`src/rtl/hazard_pkg.sv`:
```
// Shared types and constants for the pipeline hazard controller.
package hazard_pkg;

    typedef enum logic {
        ST_RUN,
        ST_MDU_WAIT
    } state_e;

    localparam logic [4:0] REG_ZERO           = 5'd0;
    localparam int         MDU_CYCLES_DEFAULT = 32;

endpackage

```
`src/rtl/hazard_mdu_timer.sv`:
```
// Down-counter for the multi-cycle mult/div wait; done flags a count of zero.
module hazard_mdu_timer #(
    parameter int W = 6
) (
    input  logic         clk,
    input  logic         rst,
    input  logic         load,
    input  logic         en,
    input  logic [W-1:0] value,
    output logic         done
);

    logic [W-1:0] cnt_q;

    // Decrement is gated by done so the count can never wrap.
    always_ff @(posedge clk or posedge rst) begin
        if (rst) begin
            cnt_q <= '0;
        end else if (load) begin
            cnt_q <= value;
        end else if (en && !done) begin
            cnt_q <= cnt_q - 1'b1;
        end
    end

    assign done = (cnt_q == '0);

endmodule

```
`src/rtl/hazard_ctrl.sv`:
```
// Load-use stall, branch flush and optional mult/div wait control for the ID stage.
// Macro HAZARD_MDU_STALL_EN enables the MDU_WAIT state and its timer.
//
// state        | meaning
// ST_RUN       | normal decode of load-use / mdu-start / branch-taken
// ST_MDU_WAIT  | pipeline frozen while the multi-cycle mult/div completes
module hazard_ctrl
    import hazard_pkg::*;
#(
    parameter int MDU_CYCLES = MDU_CYCLES_DEFAULT
) (
    input  logic       clk,
    input  logic       rst,
    input  logic [4:0] id_rs,
    input  logic [4:0] id_rt,
    input  logic       id_uses_rt,
    input  logic       ex_is_load,
    input  logic [4:0] ex_rd,
    input  logic       id_branch_taken,
    input  logic       id_mdu_start,
    output logic       pc_stall,
    output logic       ifid_stall,
    output logic       ifid_flush,
    output logic       idex_flush,
    output logic       mdu_busy
);

    logic load_use;
    logic in_wait;
    logic mdu_go;

    assign load_use = ex_is_load && (ex_rd != REG_ZERO) &&
                      ((ex_rd == id_rs) || (id_uses_rt && (ex_rd == id_rt)));

`ifdef HAZARD_MDU_STALL_EN
    localparam int             CW       = $clog2(MDU_CYCLES + 1);
    localparam logic [CW-1:0]  LOAD_VAL = CW'(MDU_CYCLES - 1);

    state_e state_q, state_d;
    logic   tmr_load;
    logic   tmr_en;
    logic   tmr_done;

    always_ff @(posedge clk or posedge rst) begin
        if (rst) begin
            state_q <= ST_RUN;
        end else begin
            state_q <= state_d;
        end
    end

    always_comb begin
        state_d  = state_q;
        tmr_load = 1'b0;
        tmr_en   = 1'b0;
        case (state_q)
            ST_RUN: begin
                if (mdu_go) begin
                    tmr_load = 1'b1;
                    state_d  = ST_MDU_WAIT;
                end
            end
            ST_MDU_WAIT: begin
                tmr_en = 1'b1;
                if (tmr_done) begin
                    state_d = ST_RUN;
                end
            end
            default: state_d = ST_RUN;
        endcase
    end

    hazard_mdu_timer #(
        .W (CW)
    ) u_timer (
        .clk   (clk),
        .rst   (rst),
        .load  (tmr_load),
        .en    (tmr_en),
        .value (LOAD_VAL),
        .done  (tmr_done)
    );

    assign in_wait = (state_q == ST_MDU_WAIT);
    assign mdu_go  = !load_use && id_mdu_start;
`else
    // Purely combinational build: clock, reset and mdu start have no effect.
    logic unused_sig;
    assign unused_sig = ^{clk, rst, id_mdu_start, 8'(MDU_CYCLES)};
    assign in_wait    = 1'b0;
    assign mdu_go     = 1'b0;
`endif

    always_comb begin
        pc_stall   = 1'b0;
        ifid_stall = 1'b0;
        ifid_flush = 1'b0;
        idex_flush = 1'b0;
        mdu_busy   = 1'b0;
        if (in_wait) begin
            pc_stall   = 1'b1;
            ifid_stall = 1'b1;
            idex_flush = 1'b1;
            mdu_busy   = 1'b1;
        end else if (load_use) begin
            pc_stall   = 1'b1;
            ifid_stall = 1'b1;
            idex_flush = 1'b1;
        end else if (!mdu_go) begin
            ifid_flush = id_branch_taken;
        end
    end

endmodule
```
`config.mk`:
```
export PLATFORM = sky130hd
export DESIGN_NAME = hazard_ctrl
export DESIGN_NICKNAME = d
export VERILOG_FILES = /design/src/rtl/hazard_pkg.sv /design/src/rtl/hazard_mdu_timer.sv /design/src/rtl/hazard_ctrl.sv
export SDC_FILE = /design/constraint.sdc
export NUM_CORES = 1
export LEC_CHECK = 0
export CAP_MARGIN = 25
export CORE_AREA = 2 2 39 41
export DETAILED_ROUTE_END_ITERATION = 8
export DIE_AREA = 0 0 41 43
export PLACE_DENSITY = 0.51
export SLEW_MARGIN = 20
export SYNTH_ARGS = -nofsm -noshare
export SYNTH_HDL_FRONTEND = slang
export SYNTH_SLANG_ARGS = --single-unit
export TNS_END_PERCENT = 20
```
`constraint.sdc`:
```
create_clock -name vclk -period 0.95
set_clock_uncertainty 0.2 [all_clocks]
set_input_delay 0.095 -clock vclk [all_inputs]
set_output_delay 0.095 -clock vclk [all_outputs]
set_load 0.03 [all_outputs]
```
After elaboration in Yosys (flattened, before gate mapping)
Cells that the tools add are included.

cells by class
  reduce and logical (&&, ||, !) cells = 5
  mux-type cells = 2
  eq/ne operators = 2

operator list
  kind                 count
  5-bit equality test  2
  5-bit nonzero test   1
  1-bit logical AND    3
  1-bit 2-to-1 mux     2
  1-bit logical OR     1

word-level totals
  logic and storage cells = 9
  output and inout port bits = 5
  register bits after elaboration = 0

Depth between registers and ports, before layout
Gate-level depths: netlist of the first run.

  depth after elaboration = 5
  depth in mapped cells = 5
  depth with buffers taken out = 4

Least setup slack after synthesis of the first run
No wires, ideal clock.

  path type = in2out
  from = input ex_rd[4]
  to = output ifid_stall
  stages on the path = 5
  required time = 0.655 ns
  setup slack = -0.438 ns
  buffers on the path = 1
  arrival = 1.093 ns
  cell sequence = xnor2_1 > nand3_1 > o22ai_1 > and3_1 > buf_4

on the way
  cells in the longest elaborated chain, start to end = 5

RTL lines
  element              line               RTL
  start, declared      hazard_ctrl.sv:18  input logic [4:0] ex_rd,
  5-bit equality test  hazard_ctrl.sv:33  ((ex_rd == id_rs) || (id_uses_rt && (ex_rd == id_rt)));
  1-bit logical AND    hazard_ctrl.sv:33
  1-bit logical OR     hazard_ctrl.sv:33
  1-bit logical AND *  hazard_ctrl.sv:32  assign load_use = ex_is_load && (ex_rd != REG_ZERO) &&
  1-bit 2-to-1 mux *   -
  end, declared        hazard_ctrl.sv:22  output logic ifid_stall,

Every way passes the cells marked *; elsewhere a longest branch is shown, timed or not.

Worst setup path after layout of the first run
  from = input ex_rd[0]
  to = output ifid_stall

on the way
  cells in the longest elaborated chain, start to end = 5

RTL lines
  element              line                RTL
  5-bit equality test  hazard_ctrl.sv:33
  1-bit logical AND    hazard_ctrl.sv:33
  1-bit logical OR     hazard_ctrl.sv:33
  1-bit logical AND *  hazard_ctrl.sv:32
  1-bit 2-to-1 mux *   hazard_ctrl.sv:105  end else if (load_use) begin

Marked as above.

==> results.md, run 1 <==
- By count the netlist is led by xnor2_1, buf_4, nand2_1.
- Sorting the synthesized cells by area gives the leading types as xnor2_1, buf_4, nand2_1, a31oi_1, and3_1.
- Max-cap violations in this run came to 0.
- The shortest clock period the worst path allows after layout is 1270 ps.
- For met2 alone, demand over resource in global routing was 0.131.
- The hold violation count in the final report is 0.
- Across the whole layout, storage elements account for 0 sq um.
- The synthesized design spends more area on one cell type than any other, namely xnor2_1.
- The number of warnings reported in the yosys synthesis log is 0.
- On the final layout, the worst hold slack is 380 ps.
- The post-synthesis instance area is 168 sq um.
- The count of hold buffers inserted by post-cts repair is 0.
- Row generation in the floorplan step produced 14 rows.
- The fraction of synthesized cell area taken by the top area cell type is 0.522.
- The worst path arrival time is 970 ps.
- There are 0 flip-flops and latches.
- Once routing completed, OpenROAD measured the worst setup slack at -315 ps.
- Based on the critical path, the design can be clocked at up to 790 MHz.
- After detailed routing, the total wire length is 501 microns.
- Dividing total power by cell area gives a power density of 445 nW/um^2.
- The initial core utilization is 0.121.
- The ratio of final minimum period to clock period is 1.33.
- In the final routed layout, each cell accounts on average for 8.08 microns.
- Setup repair after global routing could not meet its margin everywhere.
- For this design the total switching power over the nets is 83.7 uW.
- The register area share after synthesis is 0.
- The met1 capacity usage during global routing is 0.0707.
- The critical path start-end classification is in2out.
- The first global-routing pass estimated 828 microns of wire.
- In the routed design, unresolved DRC markers number 0.
- The number of placed cells counting well taps is 61.
- The maximum vdd drop is 0.000126 V.
- The final reports fail on setup timing.
- The overall track demand over capacity in global routing is 0.0643.
- The analysis attributes to cell leakage a power of 0.237 nW.
- The total vias in the final route is 235.
- The congestion estimate from routability-driven global placement came to 0.625.
- The final standard cell count with taps included and fillers excluded is 62.
- In this run the remaining antenna-violating nets after routing total 0.
- The per-instance average area after synthesis is 6.71 sq um.
- The setup TNS is -1250 ps.
- The area of the placeable core is 1380 sq um.
- Relative to the synthesized area, the layout overhead comes to 197%.
- The overall overflow remaining after global route is 0.
- The most utilized layer in the global route result is met2.
- The switching portion of total power is 0.378.
- The nature of the critical path startpoint is an input port.
- The synthesized netlist net count is 46.
- The die is 41 microns wide.
- The worst setup path is captured at a primary output.
- The utilization after layout is 0.360.
- STA puts the critical path data required time at 650 ps.
- The most instantiated library cell after synthesis is xnor2_1.
- For this run, the detailed router's first-pass iteration total came to 1.
- The flow ran to the end, but the final reports show violations.
- The detailed router finished its first iteration with 0 violations.
- The part of the power in registers is 0.
- The wire-length estimate of the detail-placed layout is 437 microns.
- In the global route stage, met3 resource usage came out at 0.
- The synthesized instance count is 25.
- The post-layout instance area is 498 sq um.
- The total internal power is 138 uW.
- The number of top-level design ports is 26.
- The number of port buffers is 22.
- Setup violations remaining at the end of the flow were counted as 4.
- The peak fanout along the critical path is 3.
- Counting distinct cell types in the post-synthesis netlist gives 12.
- The pin count of the biggest net entering global routing is 4.
- Of the total power, combinational logic draws 1.000.
- The post-detailed-route via-to-cell ratio is 3.79.
- The clock buffer instance count of the final layout is 0.
- The max-slew violation total from the final report is 0.
- The initial antenna violation count came to 0.
- The number of global-route vias before repair was 238.
- After detailed placement, the total cell area comes to 460 sq um.
- The number of nets in the final layout is 69.
- The class of the worst hold path is in2out.
- The share of total power dissipated in the clock network is 0.
- The number of inserted diodes is 0.
- The overall die area is 1760 sq um.
- The layout cell share with drive strength beyond 1 is 0.717.
- The height of the die is 43 microns.
==> repair_timing <==
action	CTS	global route
gates cloned	0	0
pin swaps	17	11
resized for setup	75	8
endpoints found under the hold margin	0	0
setup buffers	1	0
setup endpoints to repair	4	4
==> cells in the final DEF (no fill, tap or decap), drive strengths merged <==
cell,instances
and3,1
nor3,1
a31oi,1
nor2,1
clkdlybuf4s50,1
nand4,1
inv,1
conb,1
o22ai,1
dlygate4sd2,1
buf,20
xnor2,10
nand3,1
clkdlybuf4s15,1
nand2,3
dlymetal6s2s,1
==> layer usage <==
layer | vias up | wire, microns
met5 | - | 0
li1 | 124 | -
met4 | 0 | 0
met2 | 15 | 278
met1 | 96 | 161
met3 | 0 | 62
==> kinds of logic (layout without fill, tap and decap cells) <==
family	count (synthesis)	count (layout)	synth area share
other	1	1	0.0224
buffers and inverters	4	25	0.157
AND/OR/NAND/NOR	8	8	0.224
XOR/XNOR	10	10	0.522
AO/OA/AOI/OAI	2	2	0.0747
==> final cells by class <==
type	count	area [sq um]
Fill cell	163	886
Multi-Input combinational cell	21	240
Timing Repair Buffer	24	234
Tap cell	16	20.0
Inverter	1	3.75
==> worst max-delay path, cell delays in order <==
cell,delay (ps)
buf_8,110
xnor2_2,140
nand4_1,120
o22ai_2,150
and3_4,230
buf_6,130
==> path summary, 6_finish.rpt <==
path	start	end	slack, ps	cells past startpoint
setup / recovery	ex_rd[0]	ifid_stall	-320	6
hold / removal	ex_is_load	ifid_flush	380	3
==> power groups by stage <==
stage | combinational (mW) | sequential [mW] | clock (mW)
2_1_floorplan | 0.105 | 0 | 0
3_3_place_gp | 0.212 | 0 | 0
3_5_place_dp | 0.212 | 0 | 0
4_1_cts | 0.214 | 0 | 0
5_1_grt | 0.239 | 0 | 0
6_report | 0.221 | 0 | 0
==> stage by stage <==
step	setup slack [ps]	power, mW
finish	-315	0.221
global route	-383	0.239
CTS	-339	0.214
detailed placement	-848	0.212
global placement	-830	0.212
floorplan	-246	0.105
(Power assumes the default switching activity.)
==> run 2: changes to the inputs <==
- GPL_TIMING_DRIVEN: unset -> 0
==> run 2 against run 1 <==
The run still ends with setup timing left. Wire length decreased by 6.2%. Sequential share of layout area stayed put. Core utilization is 1.4 points lower. Global-route usage shrank 0.71 points. Via count down 0.43%. Die area did not move. Cell area is 3.8% lower. Largest cell class is now buffers. Flip-flop and latch count unchanged. Combinational power shrank 4%. Cell count is 1.6% higher. Non-clock buffer count rose by 1.
==> results.md, run 2 (synthesized netlist as in run 1, its figures left out) <==
- The shortest clock period the worst path allows after layout is 1350 ps (+83.8 ps).
- The worst setup path is captured at a primary output.
- The library cells used most frequently in the layout, excluding fill and tap cells, are buf_6, xnor2_2, buf_2.
- Leaving out fill and tap cells, the most frequent cell in the layout is buf_6.
- The worst hold-check slack is 407 ps (+26.9 ps).
- The static leakage is 0.232 nW (-2.2%).
- The overall die area is 1760 sq um (unchanged).
- The width of the die was 41 microns (unchanged).
- The class of the worst hold path is in2out.
- The row count came to 14 (unchanged).
- The number of global-route vias before repair came to 222 (-6.7%).
- The fraction of power consumed by the clock network was 0 (unchanged).
- The post-CTS repair timing setup buffer count is 0 (-1).
- The area used by sequential logic in the layout is 0 sq um (unchanged).
- The initial antenna violation count is 0 (unchanged).
- Setup repair after global routing could not meet its margin everywhere.
- The hold violation count in the final report is 0 (unchanged).
- The power after layout is 212 uW (-4.3%).
- The height of the die is 43 microns (unchanged).
- The detailed-route DRC error count came to 0 (unchanged).
- The worst setup path is launched from an input port.
- The worst path arrival time came to 1050 ps (+80 ps).
- The flip-flop and latch count is 0 (unchanged).
- The number of inserted diodes came to 0 (unchanged).
- The wire length of the first global-routing pass is 772 microns (-6.8%).
- The area growth from synthesis to layout is 186%.
- The post-route antenna net violation count is 0 (unchanged).
- The peak fanout along the critical path is 3 (unchanged).
- The total internal power is 132 uW (-4.1%).
- The number of violations reported at the end of detailed-routing iteration 0 was 0 (unchanged).
- The data required time of the worst path came to 650 ps (about the same).
- The worst setup path is of the in2out kind.
- The switching portion of total power came to 0.377 (-0.000811).
- The number of port buffers is 22 (unchanged).
- The total vias in the final route is 234 (-0.43%).
- The number of search-and-repair iterations in the first detailed-routing pass came to 1 (unchanged).
- The half-perimeter wire length of the detailed placement result came to 457 microns (+4.6%).
- The area of the placeable core is 1380 sq um (unchanged).
- The pin count of the biggest net entering global routing came to 4 (unchanged).
- The overall overflow remaining after global route came to 0 (unchanged).
- The final count of negative-setup-slack endpoints is 4 (unchanged).
- The layout cell share with drive strength beyond 1 is 0.723 (+0.00601).
- The number of nets in the final layout came to 70 (+1.4%).
- The final reports fail on setup timing.
- The final critical-path setup slack is -399 ps (-83.8 ps).
- The utilization after layout is 0.346 (-0.0136).
- The initial core utilization is 0.121 (unchanged).
- The run finished, with violations left.
- The ratio of final minimum period to clock period is 1.42 (+0.0882).
- The timing-limited maximum frequency is 741 MHz (-6.2%).
- The routability congestion estimate is 0.623 (-0.43%).
- The clock buffer instance count of the final layout was 0 (unchanged).
- The number of top-level design ports came to 26 (unchanged).
- The overall track demand over capacity in global routing is 0.0572 (-0.00709).
- The maximum vdd drop was 0.000139 V (+11%).
- The part of the power in registers is 0 (unchanged).
- The detailed-route wire length per cell is 7.46 microns (-7.7%).
- The net switching component of the power is 80.0 uW (-4.5%).
- The count of hold buffers inserted by post-cts repair came to 0 (unchanged).
- The post-detailed-route via-to-cell ratio was 3.71 (-2.0%).
- The max-cap check violation count was 0 (unchanged).
- The power density of the placed cells came to 442 nW/um^2 (-0.50%).
- The portion of total power attributed to combinational logic came to 1.000 (about the same).
- The max-slew violation total from the final report is 0 (unchanged).
- The total length of routed wires was 470 microns (-6.2%).
## run 2: cell count changes in the layout (fill, tap and decap cells not counted), sizes merged
cell,delta
dlygate4sd2,+1
dlymetal6s2s,-1
buf,+2
clkdlybuf4s15,-1
## run 2: timing repair
| action | CTS | global route |
|---|---|---|
| gates resized for setup | 101 | 1 |
| endpoints found under the setup margin | 4 | 4 |
| pin swaps | 16 | 5 |
## run 2: per-stage QoR
step	setup TNS, ps	area (sq um)	setup WS [ps]	std cells
after floorplan	-725	253	-246	25
after global placement	-5410	493	-1430	63
after detailed placement	-5470	493	-1440	63
after CTS	-1420	472	-400	63
after global routing	-1700	479	-474	63
final	-1420	479	-399	63
## run 2: worst max-delay path: stages
cell	delay (ps)
buf_2	110
xnor2_2	140
nand4_1	120
o22ai_2	160
and3_4	220
buf_6	90
buf_6	110
## run 2: metal layers
| metal | track usage | vias to the layer above | part of all wire |
|---|---|---|---|
| met5 | 0 | - | 0 |
| met4 | 0 | 0 | 0 |
| met3 | 0.0105 | 0 | 0.19 |
| met2 | 0.109 | 15 | 0.47 |
| met1 | 0.0641 | 96 | 0.34 |
| li1 | - | 123 | - |
## run 2: layout make-up
| cell class | count | area [sq um] |
|---|---|---|
| multi-input cells | 21 | 226 |
| fillers | 162 | 905 |
| well taps | 16 | 20.0 |
| plain buffers | 3 | 30.0 |
| repair buffers | 22 | 199 |
| inverters | 1 | 3.75 |
## run 2: final timing paths
check  cells past startpoint      from          to
max                        7  id_rt[4]  ifid_stall
min                        5  ex_rd[3]  ifid_flush
## run 2: power groups by stage
stage | Combinational [mW] | Sequential [mW] | Clock (mW)
6_report | 0.212 | 0 | 0
5_1_grt | 0.229 | 0 | 0
4_1_cts | 0.212 | 0 | 0
3_5_place_dp | 0.219 | 0 | 0
3_3_place_gp | 0.219 | 0 | 0
2_1_floorplan | 0.105 | 0 | 0
